File: config.mk
export PLATFORM = sky130hd
export DESIGN_NAME = ioctl_upload_ctrl_flat
export DESIGN_NICKNAME = d
export VERILOG_FILES = /design/src/rtl/aznable_ioctl_pkg.sv /design/src/rtl/ioctl_upload_ctrl_if.sv /design/src/rtl/ioctl_upload_ctrl_upload_fetch.sv /design/src/rtl/ioctl_upload_ctrl.sv /design/src/flat_wrapper.sv
export SDC_FILE = /design/constraint.sdc
export NUM_CORES = 1
export LEC_CHECK = 0
export ABC_AREA = 1
export BUFFER_PORTS_ARGS = -buffer_cell sky130_fd_sc_hd__buf_2
export CAP_MARGIN = 10
export CORE_MARGIN = 2
export CORE_UTILIZATION = 55
export CTS_BUF_LIST = sky130_fd_sc_hd__clkbuf_4
export DETAILED_ROUTE_END_ITERATION = 8
export MAX_ROUTING_LAYER = met4
export PLACE_DENSITY_LB_ADDON = 0.05
export SYNTH_ARGS = -nofsm -noshare
export SYNTH_HDL_FRONTEND = slang
export SYNTH_SLANG_ARGS = --single-unit
export TNS_END_PERCENT = 30
File: constraint.sdc
create_clock -name clk_sys -period 3 [get_ports clk_sys]
set_input_delay 0.6 -clock clk_sys [delete_from_list [all_inputs] [get_ports clk_sys]]
set_output_delay 0.6 -clock clk_sys [all_outputs]
set_load 0.005 [all_outputs]
File: src/rtl/aznable_ioctl_pkg.sv
// Shared definitions for the ioctl upload path.
//   - upload_state_e : controller FSM states
//   - IDX_*          : hps_io transfer index assignments
//   - TIMEOUT_DEFAULT: default cycles to wait for the HPS to accept a request
//   - OOR_FILL       : byte returned for addresses outside the RAM
//   - BYTE_COUNT_MAX : saturation value of the served-read counter
package aznable_ioctl_pkg;

    typedef enum logic [1:0] {
        IDLE    = 2'd0,
        REQUEST = 2'd1,
        ACTIVE  = 2'd2,
        DONE    = 2'd3
    } upload_state_e;

    localparam logic [7:0]  IDX_BIOS        = 8'd0;
    localparam logic [7:0]  IDX_SPRITE      = 8'd3;
    localparam logic [7:0]  IDX_SAVE        = 8'd4;

    localparam logic [23:0] TIMEOUT_DEFAULT = 24'hFFFFFF;
    localparam logic [7:0]  OOR_FILL        = 8'hFF;
    localparam logic [16:0] BYTE_COUNT_MAX  = 17'h1FFFF;

endpackage

File: src/rtl/ioctl_upload_ctrl_if.sv
// hps_io upload-side signal bundle.
//   master : the hps_io side (drives upload/index/rd/addr, receives din/req)
//   slave  : the upload controller (receives upload/index/rd/addr, drives din/req)
interface ioctl_upload_ctrl_if;

    logic        ioctl_upload;
    logic [7:0]  ioctl_index;
    logic        ioctl_rd;
    logic [24:0] ioctl_addr;
    logic [7:0]  ioctl_din;
    logic        ioctl_upload_req;

    modport master (
        output ioctl_upload,
        output ioctl_index,
        output ioctl_rd,
        output ioctl_addr,
        input  ioctl_din,
        input  ioctl_upload_req
    );

    modport slave (
        input  ioctl_upload,
        input  ioctl_index,
        input  ioctl_rd,
        input  ioctl_addr,
        output ioctl_din,
        output ioctl_upload_req
    );

endinterface

File: src/rtl/ioctl_upload_ctrl_upload_fetch.sv
// upload_fetch: three-stage byte fetch for hps_io reads.
//   Cycle N   : rd accepted (enable high, nothing in flight)
//   Cycle N+1 : mem_addr/mem_rd presented to the registered RAM
//   Cycle N+2 : RAM data (or OOR_FILL) loaded into din at the closing edge
//   Cycle N+3 : din valid; it then holds until the next fetch completes
// Ports: clk_sys/reset, enable (controller is ACTIVE), overrun_clr, rd/addr
// from hps_io, mem_dout from RAM; outputs mem_addr/mem_rd, din, overrun_err,
// accept (a read was taken this cycle), pending (a read still has to reach
// the RAM stage).
module upload_fetch
    import aznable_ioctl_pkg::*;
#(
    parameter logic [16:0] MEM_BYTES = 17'd65536
) (
    input  logic        clk_sys,
    input  logic        reset,
    input  logic        enable,
    input  logic        overrun_clr,
    input  logic        rd,
    input  logic [24:0] addr,
    input  logic [7:0]  mem_dout,
    output logic [16:0] mem_addr,
    output logic        mem_rd,
    output logic [7:0]  din,
    output logic        overrun_err,
    output logic        accept,
    output logic        pending
);

    logic        stage1_r;
    logic        stage1_oor_r;
    logic        stage2_r;
    logic        stage2_oor_r;
    logic        mem_rd_r;
    logic [16:0] mem_addr_r;
    logic [7:0]  din_r;
    logic        overrun_r;

    logic        inflight_s;
    logic        in_range_s;
    logic        accept_s;

    // A full 25-bit compare covers both the upper-bit and the MEM_BYTES limit.
    assign in_range_s = (addr < {8'd0, MEM_BYTES});
    assign inflight_s = stage1_r | stage2_r;
    assign accept_s   = enable & rd & ~inflight_s;

    // Stage 1: capture the request and strobe the RAM only for in-range bytes.
    always_ff @(posedge clk_sys) begin
        if (reset) begin
            stage1_r     <= 1'b0;
            stage1_oor_r <= 1'b0;
            mem_rd_r     <= 1'b0;
            mem_addr_r   <= 17'd0;
        end else if (accept_s) begin
            stage1_r     <= 1'b1;
            stage1_oor_r <= ~in_range_s;
            mem_rd_r     <= in_range_s;
            mem_addr_r   <= addr[16:0];
        end else begin
            stage1_r     <= 1'b0;
            stage1_oor_r <= 1'b0;
            mem_rd_r     <= 1'b0;
            mem_addr_r   <= mem_addr_r;
        end
    end

    // Stage 2: wait for the registered RAM output to become valid.
    always_ff @(posedge clk_sys) begin
        if (reset) begin
            stage2_r     <= 1'b0;
            stage2_oor_r <= 1'b0;
        end else begin
            stage2_r     <= stage1_r;
            stage2_oor_r <= stage1_oor_r;
        end
    end

    // Stage 3: load the returned byte, substituting the fill for bad addresses.
    always_ff @(posedge clk_sys) begin
        if (reset) begin
            din_r <= 8'd0;
        end else if (stage2_r) begin
            din_r <= stage2_oor_r ? OOR_FILL : mem_dout;
        end else begin
            din_r <= din_r;
        end
    end

    // Sticky overrun flag: a read arrived while a fetch was still in flight.
    always_ff @(posedge clk_sys) begin
        if (reset) begin
            overrun_r <= 1'b0;
        end else if (overrun_clr) begin
            overrun_r <= 1'b0;
        end else if (rd & inflight_s) begin
            overrun_r <= 1'b1;
        end else begin
            overrun_r <= overrun_r;
        end
    end

    assign mem_addr    = mem_addr_r;
    assign mem_rd      = mem_rd_r;
    assign din         = din_r;
    assign overrun_err = overrun_r;
    assign accept      = accept_s;
    assign pending     = accept_s | stage1_r;

endmodule

File: src/rtl/ioctl_upload_ctrl.sv
// ioctl_upload_ctrl: serves hps_io upload reads from an external RAM.
// A core save_trigger raises ioctl_upload_req until the HPS starts an upload
// with our index (or the request times out); an HPS-initiated upload with our
// index is served directly. Each hps_io read is fetched by upload_fetch.
// Ports: clk_sys, reset (sync, active high), save_trigger, hps (hps_io bundle,
// slave side), mem_addr/mem_rd/mem_dout (registered-read RAM), busy, done,
// timeout_err, overrun_err, byte_count.
module ioctl_upload_ctrl
    import aznable_ioctl_pkg::*;
#(
    parameter logic [7:0]  UPLOAD_INDEX = IDX_SAVE,
    parameter logic [16:0] MEM_BYTES    = 17'd65536,
    parameter logic [23:0] TIMEOUT      = TIMEOUT_DEFAULT
) (
    input  logic                clk_sys,
    input  logic                reset,
    input  logic                save_trigger,
    ioctl_upload_ctrl_if.slave  hps,
    output logic [16:0]         mem_addr,
    output logic                mem_rd,
    input  logic [7:0]          mem_dout,
    output logic                busy,
    output logic                done,
    output logic                timeout_err,
    output logic                overrun_err,
    output logic [16:0]         byte_count
);

    upload_state_e state_r;
    upload_state_e state_next_s;

    logic [23:0] tmo_cnt_r;
    logic        req_r;
    logic        busy_r;
    logic        done_r;
    logic        timeout_err_r;
    logic [16:0] byte_count_r;

    logic        index_match_s;
    logic        upload_ours_s;
    logic        tmo_hit_s;
    logic        enter_active_s;
    logic        enter_request_s;
    logic        fetch_enable_s;
    logic        fetch_accept_s;
    logic        fetch_pending_s;
    logic [7:0]  fetch_din_s;

    assign index_match_s   = (hps.ioctl_index == UPLOAD_INDEX);
    assign upload_ours_s   = hps.ioctl_upload & index_match_s;
    assign tmo_hit_s       = (tmo_cnt_r == (TIMEOUT - 24'd1));
    assign enter_active_s  = (state_r != ACTIVE) && (state_next_s == ACTIVE);
    assign enter_request_s = (state_r == IDLE) && (state_next_s == REQUEST);
    assign fetch_enable_s  = (state_r == ACTIVE);

    // FSM state register.
    always_ff @(posedge clk_sys) begin
        if (reset) begin
            state_r <= IDLE;
        end else begin
            state_r <= state_next_s;
        end
    end

    // FSM next-state logic.
    always_comb begin
        state_next_s = state_r;
        case (state_r)
            IDLE: begin
                // An upload already running for us wins over a coincident trigger.
                if (upload_ours_s) begin
                    state_next_s = ACTIVE;
                end else if (save_trigger && !hps.ioctl_upload) begin
                    state_next_s = REQUEST;
                end else begin
                    state_next_s = IDLE;
                end
            end
            REQUEST: begin
                if (upload_ours_s) begin
                    state_next_s = ACTIVE;
                end else if (tmo_hit_s) begin
                    state_next_s = IDLE;
                end else begin
                    state_next_s = REQUEST;
                end
            end
            ACTIVE: begin
                // Hold off DONE until the last read has reached the RAM stage,
                // so the byte is loaded by the time done pulses.
                if (!hps.ioctl_upload) begin
                    if (fetch_pending_s) begin
                        state_next_s = ACTIVE;
                    end else begin
                        state_next_s = DONE;
                    end
                end else if (!index_match_s) begin
                    state_next_s = IDLE;
                end else begin
                    state_next_s = ACTIVE;
                end
            end
            DONE: begin
                state_next_s = IDLE;
            end
            default: begin
                state_next_s = IDLE;
            end
        endcase
    end

    // Registered status outputs decoded from the next state.
    always_ff @(posedge clk_sys) begin
        if (reset) begin
            req_r  <= 1'b0;
            busy_r <= 1'b0;
            done_r <= 1'b0;
        end else begin
            req_r  <= (state_next_s == REQUEST);
            busy_r <= (state_next_s != IDLE);
            done_r <= (state_next_s == DONE);
        end
    end

    // Request timeout counter, restarted on every new request.
    always_ff @(posedge clk_sys) begin
        if (reset) begin
            tmo_cnt_r <= 24'd0;
        end else if (enter_request_s) begin
            tmo_cnt_r <= 24'd0;
        end else if (state_r == REQUEST) begin
            tmo_cnt_r <= tmo_cnt_r + 24'd1;
        end else begin
            tmo_cnt_r <= tmo_cnt_r;
        end
    end

    // Sticky timeout flag; only an accepted new trigger clears it.
    always_ff @(posedge clk_sys) begin
        if (reset) begin
            timeout_err_r <= 1'b0;
        end else if (enter_request_s) begin
            timeout_err_r <= 1'b0;
        end else if ((state_r == REQUEST) && (state_next_s == IDLE)) begin
            timeout_err_r <= 1'b1;
        end else begin
            timeout_err_r <= timeout_err_r;
        end
    end

    // Served-read counter, saturating, restarted on each upload.
    always_ff @(posedge clk_sys) begin
        if (reset) begin
            byte_count_r <= 17'd0;
        end else if (enter_active_s) begin
            byte_count_r <= 17'd0;
        end else if (fetch_accept_s && (byte_count_r != BYTE_COUNT_MAX)) begin
            byte_count_r <= byte_count_r + 17'd1;
        end else begin
            byte_count_r <= byte_count_r;
        end
    end

    upload_fetch #(
        .MEM_BYTES (MEM_BYTES)
    ) u_fetch (
        .clk_sys     (clk_sys),
        .reset       (reset),
        .enable      (fetch_enable_s),
        .overrun_clr (enter_active_s),
        .rd          (hps.ioctl_rd),
        .addr        (hps.ioctl_addr),
        .mem_dout    (mem_dout),
        .mem_addr    (mem_addr),
        .mem_rd      (mem_rd),
        .din         (fetch_din_s),
        .overrun_err (overrun_err),
        .accept      (fetch_accept_s),
        .pending     (fetch_pending_s)
    );

    assign hps.ioctl_din        = fetch_din_s;
    assign hps.ioctl_upload_req = req_r;
    assign busy                 = busy_r;
    assign done                 = done_r;
    assign timeout_err          = timeout_err_r;
    assign byte_count           = byte_count_r;

endmodule

File: src/flat_wrapper.sv
// flat-port wrapper written by rule: the top's interface ports become plain ports
module ioctl_upload_ctrl_flat import aznable_ioctl_pkg::*;
#(
    parameter logic [7:0]  UPLOAD_INDEX = IDX_SAVE,
    parameter logic [16:0] MEM_BYTES    = 17'd65536,
    parameter logic [23:0] TIMEOUT      = TIMEOUT_DEFAULT
)
  (clk_sys, reset, save_trigger, mem_addr, mem_rd, mem_dout, busy, done, timeout_err, overrun_err, byte_count, hps_ioctl_upload, hps_ioctl_index, hps_ioctl_rd, hps_ioctl_addr, hps_ioctl_din, hps_ioctl_upload_req);
  ioctl_upload_ctrl_if hps_i ();
  input  logic clk_sys;
  input  logic reset;
  input  logic save_trigger;
  output logic [16:0] mem_addr;
  output logic mem_rd;
  input  logic [7:0] mem_dout;
  output logic busy;
  output logic done;
  output logic timeout_err;
  output logic overrun_err;
  output logic [16:0] byte_count;
  input wire logic [$bits(hps_i.ioctl_upload)-1:0] hps_ioctl_upload;
  input wire logic [$bits(hps_i.ioctl_index)-1:0] hps_ioctl_index;
  input wire logic [$bits(hps_i.ioctl_rd)-1:0] hps_ioctl_rd;
  input wire logic [$bits(hps_i.ioctl_addr)-1:0] hps_ioctl_addr;
  output wire logic [$bits(hps_i.ioctl_din)-1:0] hps_ioctl_din;
  output wire logic [$bits(hps_i.ioctl_upload_req)-1:0] hps_ioctl_upload_req;
  assign hps_i.ioctl_upload = hps_ioctl_upload;
  assign hps_i.ioctl_index = hps_ioctl_index;
  assign hps_i.ioctl_rd = hps_ioctl_rd;
  assign hps_i.ioctl_addr = hps_ioctl_addr;
  assign hps_ioctl_din = hps_i.ioctl_din;
  assign hps_ioctl_upload_req = hps_i.ioctl_upload_req;
  ioctl_upload_ctrl #(.UPLOAD_INDEX(UPLOAD_INDEX), .MEM_BYTES(MEM_BYTES), .TIMEOUT(TIMEOUT)) u_core (.clk_sys(clk_sys), .reset(reset), .save_trigger(save_trigger), .hps(hps_i), .mem_addr(mem_addr), .mem_rd(mem_rd), .mem_dout(mem_dout), .busy(busy), .done(done), .timeout_err(timeout_err), .overrun_err(overrun_err), .byte_count(byte_count));
endmodule
== Word-level counts from Yosys, hierarchy flattened ==
Cells that the tools add are included.
Cells by class
  add/subtract/negate cells: 2
  eq/ne operators: 10
  mux-type cells: 10
  bitwise operators: 9
  magnitude comparators: 1
  reductions and logical operators: 12
Operator list (count)
  25-bit by 17-bit less-than comparator with 1-bit output (second input constant): 1
  24-bit by 1-bit adder with 24-bit output (second input constant): 1
  24-bit == test (second input constant): 1
  17-bit by 1-bit adder with 17-bit output (second input constant): 1
  17-bit inequality test (second input constant): 1
  2-bit == test (second input constant): 4
  8-bit by 3-bit == test with 1-bit output (second input constant): 1
  2-bit 2-to-1 mux: 4
  8-bit 2-to-1 mux: 1
  2-bit one-hot mux with 4 select lines: 1
  2-bit OR reduction: 3
  1-bit logical AND: 5
  1-bit bitwise AND: 4
  2-bit by 1-bit == test with 1-bit output (second input constant): 2
  2-bit logical NOT: 2
  1-bit 2-to-1 mux: 4
  1-bit inverter: 3
  2-bit inequality test (second input constant): 1
  1-bit OR: 2
  2-bit nonzero test: 1
  1-bit logical NOT: 1
Word-level totals
  word-level logic and storage cells: 59
  output and inout port bits: 48
  register bits after elaboration: 78
  input port bits: 46

== Longest topological paths before layout ==
Gate-level depths: netlist of run 1.
  depth in word-level cells: 10
  mapped depth: 11
  depth with buffers taken out: 11

== By module ==
A second synthesis of run 1 with hierarchy kept.
Second synthesis, totals
  cell total of the unflattened synthesis: 534
  area, all modules: 3848.7 sq um
Modules (own cells, without submodules)
  ioctl_upload_ctrl: times used 1, cells an instance 371, area an instance 2541.2 sq um
  upload_fetch: times used 1, cells an instance 163, area an instance 1307.5 sq um

== Least setup slack after synthesis of run 1 ==
No wires, ideal clock.
  path kind: register -> register
  start point: register u_core.byte_count_r[0], in the netlist u_core.byte_count[0]
  end point: register u_core.byte_count_r[2], in the netlist u_core.byte_count[2]
  required time: 2.920 ns
  arrival: 1.943 ns
  path slack: 0.978 ns
  period minus slack after synthesis: 2.022 ns
  stages on the path, launching flop included: 12
  path buffers: 1
  cell sequence: dfxtp_1 ha_1 nand3_1 nor2_1 nand3b_1 nor4_1 ha_1 nor2_8 inv_2 buf_2 nor3_1 nor3b_1
Between the ends
  cells in the longest elaborated chain, start to end: 2
  elaborated cells on any way between the ends: 3
  those cells by class: add/sub: 1; eq/ne: 1; reduce/logical: 1
RTL lines
  start, declared: line ioctl_upload_ctrl.sv:37  | logic [16:0] byte_count_r;
  start signal, assigned: line ioctl_upload_ctrl.sv:158  | byte_count_r <= byte_count_r + 17'd1;
  start signal, assigned: line ioctl_upload_ctrl.sv:160  | byte_count_r <= byte_count_r;
  branches (longest 2 deep; another with 17-bit by 1-bit adder with 17-bit output)
Parallel ways; which one is timed is not known.
A chain may end at the register's enable or synchronous reset.

== Final worst setup path of run 1 ==
  start point: register u_core.byte_count_r[0], in the netlist u_core.byte_count[0]
  end point: register u_core.byte_count_r[12], in the netlist u_core.byte_count[12]
Same word-level chain as after synthesis.

==> results of run 1 <==
cells in the mapped netlist (3+ instances only):
cell type | n | share of area (%)
o21ai_0 | 29 | 4.1
inv_1 | 48 | 5.1
dfxtp_1 | 78 | 44
ha_1 | 4 | 1.4
nor2_1 | 108 | 11
nor3b_1 | 3 | 0.64
xor2_1 | 7 | 1.7
buf_1 | 3 | 0.32
nor3_1 | 15 | 2.1
nor2_2 | 3 | 0.53
or2_0 | 6 | 1.1
nand3_1 | 20 | 2.8
clkinv_1 | 3 | 0.32
buf_2 | 4 | 0.57
xnor2_1 | 6 | 1.5
clkbuf_1 | 4 | 0.43
a21oi_1 | 25 | 3.5
nand2_1 | 104 | 11
inv_2 | 3 | 0.32
nand4_1 | 6 | 1.1
registers in the layout, indices dropped and copies added, names as in the netlist:
name,count
u_core.done,1
u_core.tmo_cnt_r,24
u_core.u_fetch.stage2_r,1
u_core.state_r,2
u_core.hps.ioctl_upload_req,1
u_core.u_fetch.mem_addr,17
u_core.byte_count,17
u_core.u_fetch.mem_rd,1
u_core.u_fetch.din,8
u_core.timeout_err,1
u_core.u_fetch.overrun_err,1
u_core.u_fetch.stage1_r,1
u_core.u_fetch.stage1_oor_r,1
u_core.busy,1
u_core.u_fetch.stage2_oor_r,1
cell families after synthesis:
group / synth area share, %
flops: 44.2
compound gates: 8.76
xor+xnor: 3.23
simple gates: 35.0
buf+inv: 7.37
fa+ha+maj: 1.42
worst max-delay path: stages, from the launching register on:
cell	delay (ns)
dfxtp_1	0.44
ha_1	0.19
nand3_1	0.09
nor2_1	0.29
nand3b_1	0.15
nor4_1	0.21
ha_1	0.30
nor2_8	0.10
inv_2	0.18
nor2_1	0.09
xor2_1	0.13
nor2_1	0.05
per-layer routing:
layer	up-vias	global-route usage [%]	wire [um]
li1	1768	-	-
met1	1488	27.3	3450
met2	52	39.1	3760
met3	18	4.65	300
met4	0	10.3	199
met5	-	-	0
worst paths after layout:
check,from,endpoint,slack (ns)
setup / recovery,u_core.byte_count[0],u_core.byte_count[12],0.65
hold / removal,hps_ioctl_addr[16],u_core.u_fetch.mem_rd,0.35
setup reg to reg,u_core.byte_count[0],u_core.byte_count[12],0.65
hold reg to reg,u_core.u_fetch.stage1_oor_r,u_core.u_fetch.stage2_oor_r,0.42
stage by stage:
step	cells	util, %	hold WS, ns
5_1_grt	676	67.3	0.344
3_3_place_gp	660	64.4	0.393
2_1_floorplan	501	-	0.388
6_report	676	67.3	0.353
4_1_cts	676	67.3	0.334
3_5_place_dp	660	64.4	0.394
cell type report:
type	count	area, um^2	area share (%)
Clock buffer	9	67.6	1.60
Clock inverter	7	113	2.67
Inverter	54	203	4.80
Multi-Input combinational cell	357	1710	40.5
Sequential cell	78	1560	37.0
Tap cell	77	96.3	2.28
Timing Repair Buffer	94	473	11.2
power by group through the flow:
stage          Combinational [uW]  Sequential, uW  Clock [uW]
2_1_floorplan                33.9            1070           0
3_3_place_gp                 74.6            1070           0
3_5_place_dp                 76.1            1070           0
4_1_cts                      76.7            1040         791
5_1_grt                      87.1            1050         838
6_report                     76.6            1040         771
cells in the final DEF, fill, tap and decap left out:
cell type	synthesis	routed
xnor2_1	6	6
nand4_2	1	1
o21ai_0	29	29
clkinv_1	3	5
clkbuf_4	0	9
nand2_1	104	104
nor2_2	3	3
clkinvlp_4	0	2
nor2_8	1	1
and2_1	2	2
nand3_1	20	20
o21ai_2	1	1
a22oi_1	1	1
nor4_1	2	2
xor2_1	7	7
or2_2	2	2
nor3_1	15	15
o21a_1	1	1
inv_2	3	3
nand2_2	1	1
nor2_4	2	2
or2_1	1	1
o21bai_1	2	2
nor3b_1	3	3
nand4_1	6	6
nor2_1	108	108
buf_2	4	93
ha_1	4	4
or2_0	6	6
buf_4	0	1
nand3_4	1	1
nand3_2	1	1
nand3b_1	2	2
a21oi_1	25	25
inv_1	48	48
dfxtp_1	78	78
bufinv_16	0	3
==> flow_summary.json, run 1 <==
{
  "status": "completed",
  "synth-main-ff-cell": "dfxtp_1",
  "cts_tree": "yes",
  "crit_fanout": 16,
  "core_area_um2": 6280,
  "worstSetupPathType": "reg2reg",
  "placed_cell_area_um2": 4040,
  "cts_hold_buf": 0,
  "yosys_register_bits": 78,
  "setup_tns_ns": 0,
  "dpl_worst_slack_ns": 0.669,
  "antenna_found_initial": 0,
  "start_kind": "flip-flop",
  "io_buffer_count": 93,
  "cts_sinks": 78,
  "overflow": 0,
  "core.rowCount": 29,
  "num_io_pins": 94,
  "swShare_pct": 21.3,
  "drc": 0,
  "max_freq_mhz": 425,
  "cts_max_level": 3,
  "power.density_nw_per_um2": 448,
  "end_kind": "flip-flop",
  "postCtsResizedCells": 0,
  "grt_use_total_pct": 23.4,
  "fp.dieW_um": 84.1,
  "synthCells": 501,
  "post_cts_buffers": 0,
  "start_util_pct": 56.2,
  "dieHeight_um": 84.1,
  "worst_slack_ns": 0.646,
  "power.leakage_uw": 0.00177,
  "grt_pass1_vias": 3052,
  "post_synth_num_cell_types": 36,
  "hold_class": "in2reg",
  "cts_root_buffer": "clkbuf_4",
  "grt_pass1_wl_mm": 13.2,
  "power_frac_comb_pct": 4.0,
  "whs_path_depth": 2,
  "cts_buffers": 9,
  "fin_nets": 644,
  "area_growth_pct": 19.6,
  "max_cap_viol_count": 0,
  "arrival_ns": 2.64,
  "clkLatencyLatePin_ns": 0.42,
  "drive_above_1_share_pct": 20.7,
  "p_sw_uw": 402,
  "power.internal_uw": 1490,
  "min_period_over_period_pct": 78.5,
  "rsz0062_at_grt": "no",
  "yosys_warnings": 0,
  "tightest_slew_ns": 0.812,
  "seq_area_frac_synth_pct": 44.2,
  "design_area_um2": 4220,
  "total_power_uw": 1890,
  "seqPwrFrac_pct": 55.2,
  "syn-num-nets": 551,
  "dr.pass1.iters": 4,
  "drt_iter0_drc": 148,
  "pwr-share-clk_pct": 40.8,
  "ir_drop_mv": 0.350,
  "wire_per_inst_um": 11.4,
  "cts_buffer_depth": 2,
  "diodes": 0,
  "drtAntennaViolNets": 0,
  "grt_max_degree": 28,
  "place.gp.congestion": 0.870,
  "num_vias": 3326,
  "hold_viol": 0,
  "fin_crit_ns": 2.35,
  "fill_cells": 595,
  "synth_edf_count": 0,
  "hpwl_mm": 5.64,
  "wl_mm": 7.71,
  "relSlewSlack_pct": 45.8,
  "setup_viol_count_final": 0,
  "cts.clk_slew.worst_paths_ns": 0.12,
  "syn_area_um2": 3530,
  "synth.avg_cell_area_um2": 7.05,
  "required_ns": 3.28,
  "fin_skew_ns": 0.00981,
  "r2r.worst_path.cells": 11,
  "drv_slew": 0,
  "die_area_um2": 7070,
  "routed_via_density": 4.92,
  "async_reset_ff_share_pct": 0
}
No activity file was read; power rests on OpenSTA's default activity.
==> inputs of run 2 (changes only) <==
ABC_AREA = 0   (was 1)
CORE_UTILIZATION = 54   (was 55)
clock period = 2.38 ns   (was 3 ns; I/O delays follow)
==> flow_summary.json, run 2 <==
{
  "status": "completed",
  "cts_buffer_depth": 2,
  "crit_fanout": 10,
  "regMostFlops": "u_core.tmo_cnt_r",
  "drt_iter0_drc": 95,
  "max_freq_mhz": 451,
  "seq_area_frac_synth_pct": 47.4,
  "dieHeight_um": 82.1,
  "tightest_slew_ns": 0.608,
  "drive_above_1_share_pct": 27.3,
  "drtAntennaViolNets": 0,
  "p_sw_uw": 568,
  "die_area_um2": 6740,
  "power.density_nw_per_um2": 644,
  "hpwl_mm": 5.20,
  "io_buffer_count": 93,
  "drc": 0,
  "diodes": 0,
  "core_area_um2": 5920,
  "synth_edf_count": 0,
  "cp_cell_sequence": "and4_1 -> nand4_1 -> nor3_1 -> ha_1 -> nand3b_1 -> or3_4 -> or4_1 -> a21oi_1",
  "cts_root_buffer": "clkbuf_4",
  "total_power_uw": 2600,
  "relSlewSlack_pct": 58.9,
  "power_frac_comb_pct": 5.3,
  "cts_buffers": 9,
  "num_io_pins": 94,
  "slowest_stage": "or4_1",
  "ir_drop_mv": 0.564,
  "setup_viol_count_final": 0,
  "crit_path_max_incr_delay_ns": 0.42,
  "cts_tree": "yes",
  "post_synth_num_cell_types": 45,
  "end_kind": "flip-flop",
  "yosysMostFrequentCell": "dfxtp_1",
  "wl_mm": 7.32,
  "hold_class": "in2reg",
  "arrival_ns": 2.57,
  "syn-num-nets": 435,
  "fp.dieW_um": 82.1,
  "dr.pass1.iters": 4,
  "cts_max_level": 3,
  "num_vias": 3043,
  "required_ns": 2.73,
  "setup_tns_ns": 0,
  "area_growth_pct": 22.5,
  "fin_skew_ns": 0.0229,
  "pwr-share-clk_pct": 43.1,
  "cts_hold_buf": 0,
  "start_kind": "flip-flop",
  "power.internal_uw": 2030,
  "swShare_pct": 21.9,
  "routed_via_density": 5.48,
  "overflow": 0,
  "cts.clk_slew.worst_paths_ns": 0.15,
  "post-synth-top-area-cell": "dfxtp_1",
  "post_cts_buffers": 0,
  "place.gp.congestion": 0.733,
  "max_cap_viol_count": 0,
  "final_cell_mix": "93 x buf_2, 76 x dfxtp_1, 51 x nand2_1, 43 x a21oi_1, 34 x nor2_1",
  "synth-main-ff-cell": "dfxtp_1",
  "grt_max_degree": 30,
  "synthCells": 385,
  "clkLatencyLatePin_ns": 0.42,
  "grt_pass1_wl_mm": 12.0,
  "synth.avg_cell_area_um2": 8.56,
  "utilization_pct": 68.2,
  "grt_pass1_vias": 2757,
  "yosys_warnings": 0,
  "layout_commonest_cell": "buf_2",
  "syn_area_um2": 3300,
  "fin_nets": 525,
  "power.leakage_uw": 0.00157,
  "worstSetupPathType": "reg2reg",
  "wire_per_inst_um": 13.2,
  "postCtsResizedCells": 0,
  "synthTopCellsByCount": "78 x dfxtp_1, 51 x nand2_1, 43 x a21oi_1",
  "largest_reg_flops": 24,
  "grt_use_total_pct": 23.2,
  "drv_slew": 0,
  "antenna_found_initial": 0,
  "core.rowCount": 28,
  "yosys_register_bits": 78,
  "seqPwrFrac_pct": 51.6,
  "min_period_over_period_pct": 93.2,
  "fin_crit_ns": 2.22,
  "cts_sinks": 78,
  "yosysTopAreaCellShare_pct": 47.4,
  "async_reset_ff_share_pct": 0,
  "rsz0062_at_grt": "no",
  "hold_viol": 0,
  "synth_area_leaders": "dfxtp_1 47%, a21oi_1 6.5%, nand2_1 5.8%",
  "start_util_pct": 55.7
}
[run 2: cell count changes in the layout (fill, tap and decap cells not counted), sizes merged, moves of 15 or more]
cell / delta
nor2: -80
nand2: -54
inv: -42
o21ai: -20
a21oi: +18
or4: +16
o31ai: +15
[run 2: cell families (layout without fill, tap and decap cells)]
family / Yosys count / in the layout / synth area share [%]
buffers and inverters: 30 / 125 / 3.95
AO/OA/AOI/OAI: 85 / 85 / 15.2
multiplexers: 1 / 1 / 0.304
AND/OR/NAND/NOR: 171 / 171 / 27.4
XOR/XNOR: 16 / 16 / 4.25
adder cells (fa/ha/maj): 4 / 4 / 1.52
flip-flops: 78 / 78 / 47.4
[run 2: cell type report]
cell class              instances  area (um^2)
inverters                       9         33.8
fillers                       510         1880
multi-input cells             277         1610
flip-flops and latches         78         1560
clock buffers                   9         67.6
clock inverters                 7          146
repair buffers                100          518
well taps                      75         93.8
[run 2: metal layers]
layer / wire length (um) / part of all wire, % / track usage (%) / vias up
li1: - / - / - / 1558
met1: 3500 / 48 / 29.0 / 1386
met2: 3310 / 45 / 36.9 / 86
met3: 402 / 5.5 / 4.46 / 13
met4: 109 / 1.5 / 9.33 / 0
met5: 0 / 0 / - / -
[run 2: power groups by stage]
| stage | Sequential [uW] | Combinational (uW) | Clock [uW] |
|---|---|---|---|
| after floorplan | 1360 | 75.9 | 0 |
| after detailed placement | 1370 | 138 | 0 |
| final | 1340 | 138 | 1120 |
| after CTS | 1340 | 139 | 1140 |
| after global routing | 1350 | 157 | 1190 |
| after global placement | 1370 | 136 | 0 |
[run 2: path summary, 6_finish.rpt]
path,cells past startpoint,slack [ns],from,to
max reg2reg,8,0.16,u_core.byte_count[5],u_core.byte_count[15]
min reg2reg,2,0.46,u_core.u_fetch.overrun_err,u_core.u_fetch.overrun_err
max,8,0.16,u_core.byte_count[5],u_core.byte_count[15]
min,3,0.26,hps_ioctl_addr[14],u_core.u_fetch.mem_addr[14]
[run 2: worst max-delay path, delay by kind of cell (launching register included)]
family          cells  cell delay (ns)
simple gates        6             1.44
flops               1             0.35
fa+ha+maj           1             0.23
compound gates      1             0.14
[run 2: stage by stage]
step / hold WS (ns) / instance area, um^2 / std cells / setup slack, ns
after floorplan: 0.414 / 3300 / 385 / 0.00463
after global placement: 0.425 / 3810 / 539 / 0.194
after detailed placement: 0.435 / 3810 / 539 / 0.130
after CTS: 0.253 / 4030 / 555 / 0.0864
after global routing: 0.250 / 4040 / 555 / 0.0000491
final: 0.265 / 4040 / 555 / 0.161
==> inputs of run 3 (changes only) <==
PLACE_DENSITY = 0.91   (was unset)
PLACE_DENSITY_LB_ADDON = unset   (was 0.05)
==> flow_summary.json, run 3 (synthesis results as in run 2) <==
{
  "status": "completed",
  "cts.clk_slew.worst_paths_ns": 0.13,
  "cts_max_level": 3,
  "cts_sinks": 78,
  "power.internal_uw": 1820,
  "dr.pass1.iters": 5,
  "max_cap_viol_count": 0,
  "power.density_nw_per_um2": 592,
  "fin_nets": 528,
  "fp.dieW_um": 82.1,
  "tightest_slew_ns": 0.568,
  "io_buffer_count": 93,
  "max_freq_mhz": 439,
  "hold_slack_ns": 0.285,
  "min_period_over_period_pct": 95.6,
  "crit_path_max_incr_delay_ns": 0.42,
  "r2r_slack_ns": 0.10,
  "postCtsResizedCells": 0,
  "placed_cells": 542,
  "cts_tree": "yes",
  "arrival_ns": 2.64,
  "core.rowCount": 28,
  "path_buf_inv": 0,
  "hpwl_mm": 5.61,
  "required_ns": 2.74,
  "wl_mm": 7.95,
  "worstSetupStartpoint": "u_core.byte_count[5]",
  "final_cell_mix": "93 x buf_2, 74 x dfxtp_1, 51 x nand2_1, 43 x a21oi_1, 34 x nor2_1",
  "dpl_worst_slack_ns": 0.0423,
  "power_frac_comb_pct": 6.1,
  "crit_cells": 8,
  "start_kind": "flip-flop",
  "start_util_pct": 55.7,
  "num_vias": 3111,
  "swShare_pct": 23.5,
  "crit_family": "simple AND/OR/NAND/NOR gates",
  "largest_reg_flops": 24,
  "drt_iter0_drc": 162,
  "drtAntennaViolNets": 0,
  "num_io_pins": 94,
  "end_kind": "flip-flop",
  "grt_pass1_vias": 2865,
  "post_cts_buffers": 0,
  "r2r-end": "u_core.byte_count[15]",
  "grt_max_degree": 25,
  "rsz0062_at_grt": "yes",
  "pwr-share-clk_pct": 37.7,
  "seqPwrFrac_pct": 56.2,
  "worst_slack_ns": 0.104,
  "p_sw_uw": 559,
  "grt_use_total_pct": 24.4,
  "core_area_um2": 5920,
  "clkLatencyLatePin_ns": 0.41,
  "antenna_found_initial": 0,
  "r2r.worst_path.cells": 8,
  "r2r-start": "u_core.byte_count[5]",
  "layout_commonest_cell": "buf_2",
  "cts_buffers": 9,
  "drc": 0,
  "crit_end": "u_core.byte_count[15]",
  "die_area_um2": 6740,
  "cp_cell_sequence": "and4_1 -> nand4_1 -> nor3_1 -> ha_1 -> nand3b_1 -> or3_4 -> or4_1 -> a21oi_1",
  "grt_pass1_wl_mm": 12.5,
  "routed_via_density": 5.58,
  "dieHeight_um": 82.1,
  "cts_root_buffer": "clkbuf_4",
  "drive_above_1_share_pct": 28.2,
  "wire_per_inst_um": 14.2,
  "hold_viol": 0,
  "worstSetupPathType": "reg2reg",
  "regArea_um2": 1570,
  "total_power_uw": 2380,
  "multiInputGateArea_um2": 1620,
  "stdcell_count": 558,
  "drv_slew": 0,
  "cts_buffer_depth": 2,
  "place.gp.congestion": 0.868,
  "hold_class": "in2reg",
  "overflow": 0,
  "power.leakage_uw": 0.00156,
  "crit_fanout": 10,
  "regMostFlops": "u_core.tmo_cnt_r",
  "ir_drop_mv": 0.468,
  "slowest_stage": "or4_1",
  "fill_cells": 482,
  "cts_hold_buf": 0,
  "relSlewSlack_pct": 61.8,
  "setup_viol_count_final": 0,
  "area_growth_pct": 21.9,
  "fin_crit_ns": 2.28,
  "fin_skew_ns": 0.0143,
  "diodes": 0
}
## run 3: worst min-delay path by stage
| stage | depth (start not counted) | to | from | slack, ns |
|---|---|---|---|---|
| floorplan | 1 | u_core.u_fetch.stage2_oor_r | u_core.u_fetch.stage1_oor_r | 0.41 |
| global placement | 1 | u_core.u_fetch.stage2_oor_r | u_core.u_fetch.stage1_oor_r | 0.42 |
| detailed placement | 2 | u_core.u_fetch.overrun_err | u_core.u_fetch.overrun_err | 0.44 |
| CTS | 3 | u_core.u_fetch.mem_addr[15] | hps_ioctl_addr[15] | 0.26 |
| global route | 3 | u_core.u_fetch.mem_addr[10] | hps_ioctl_addr[10] | 0.26 |
| finish | 3 | u_core.u_fetch.mem_addr[2] | hps_ioctl_addr[2] | 0.29 |
## run 3: layer usage
layer | GRT usage [%] | routed length (um) | up-vias
met5 | - | 0 | -
met4 | 9.50 | 86 | 0
met3 | 4.89 | 538 | 9
met2 | 40.7 | 3820 | 111
met1 | 29.1 | 3500 | 1424
li1 | - | - | 1567
## run 3: power groups by stage
stage | combinational (uW) | sequential, uW | clock, uW
2_1_floorplan | 75.9 | 1360 | 0
3_3_place_gp | 141 | 1370 | 0
6_report | 146 | 1340 | 896
4_1_cts | 145 | 1340 | 908
3_5_place_dp | 144 | 1370 | 0
5_1_grt | 162 | 1340 | 964
## run 3: worst register-to-register path, cell delays in order, from the launching register on
cell,delay [ns]
dfxtp_2,0.36
and4_1,0.23
nand4_1,0.13
nor3_1,0.07
ha_1,0.23
nand3b_1,0.23
or3_4,0.40
or4_1,0.42
a21oi_1,0.15
## run 3: metrics by stage
step | utilization [%] | TNS (ns) | instance area [um^2]
2_1_floorplan | - | 0 | 3300
3_3_place_gp | 64.8 | 0 | 3830
3_5_place_dp | 64.8 | 0 | 3830
4_1_cts | 67.5 | 0 | 4000
5_1_grt | 67.9 | -0.0666 | 4020
6_report | 67.9 | 0 | 4020
## run 3: layout make-up
type                    instances  share of cell area, %
clock inverters                 7                   2.43
multi-input cells             277                   40.3
repair buffers                103                   13.4
inverters                       9                  0.841
well taps                      75                   2.33
flip-flops and latches         78                   39.0
clock buffers                   9                   1.68
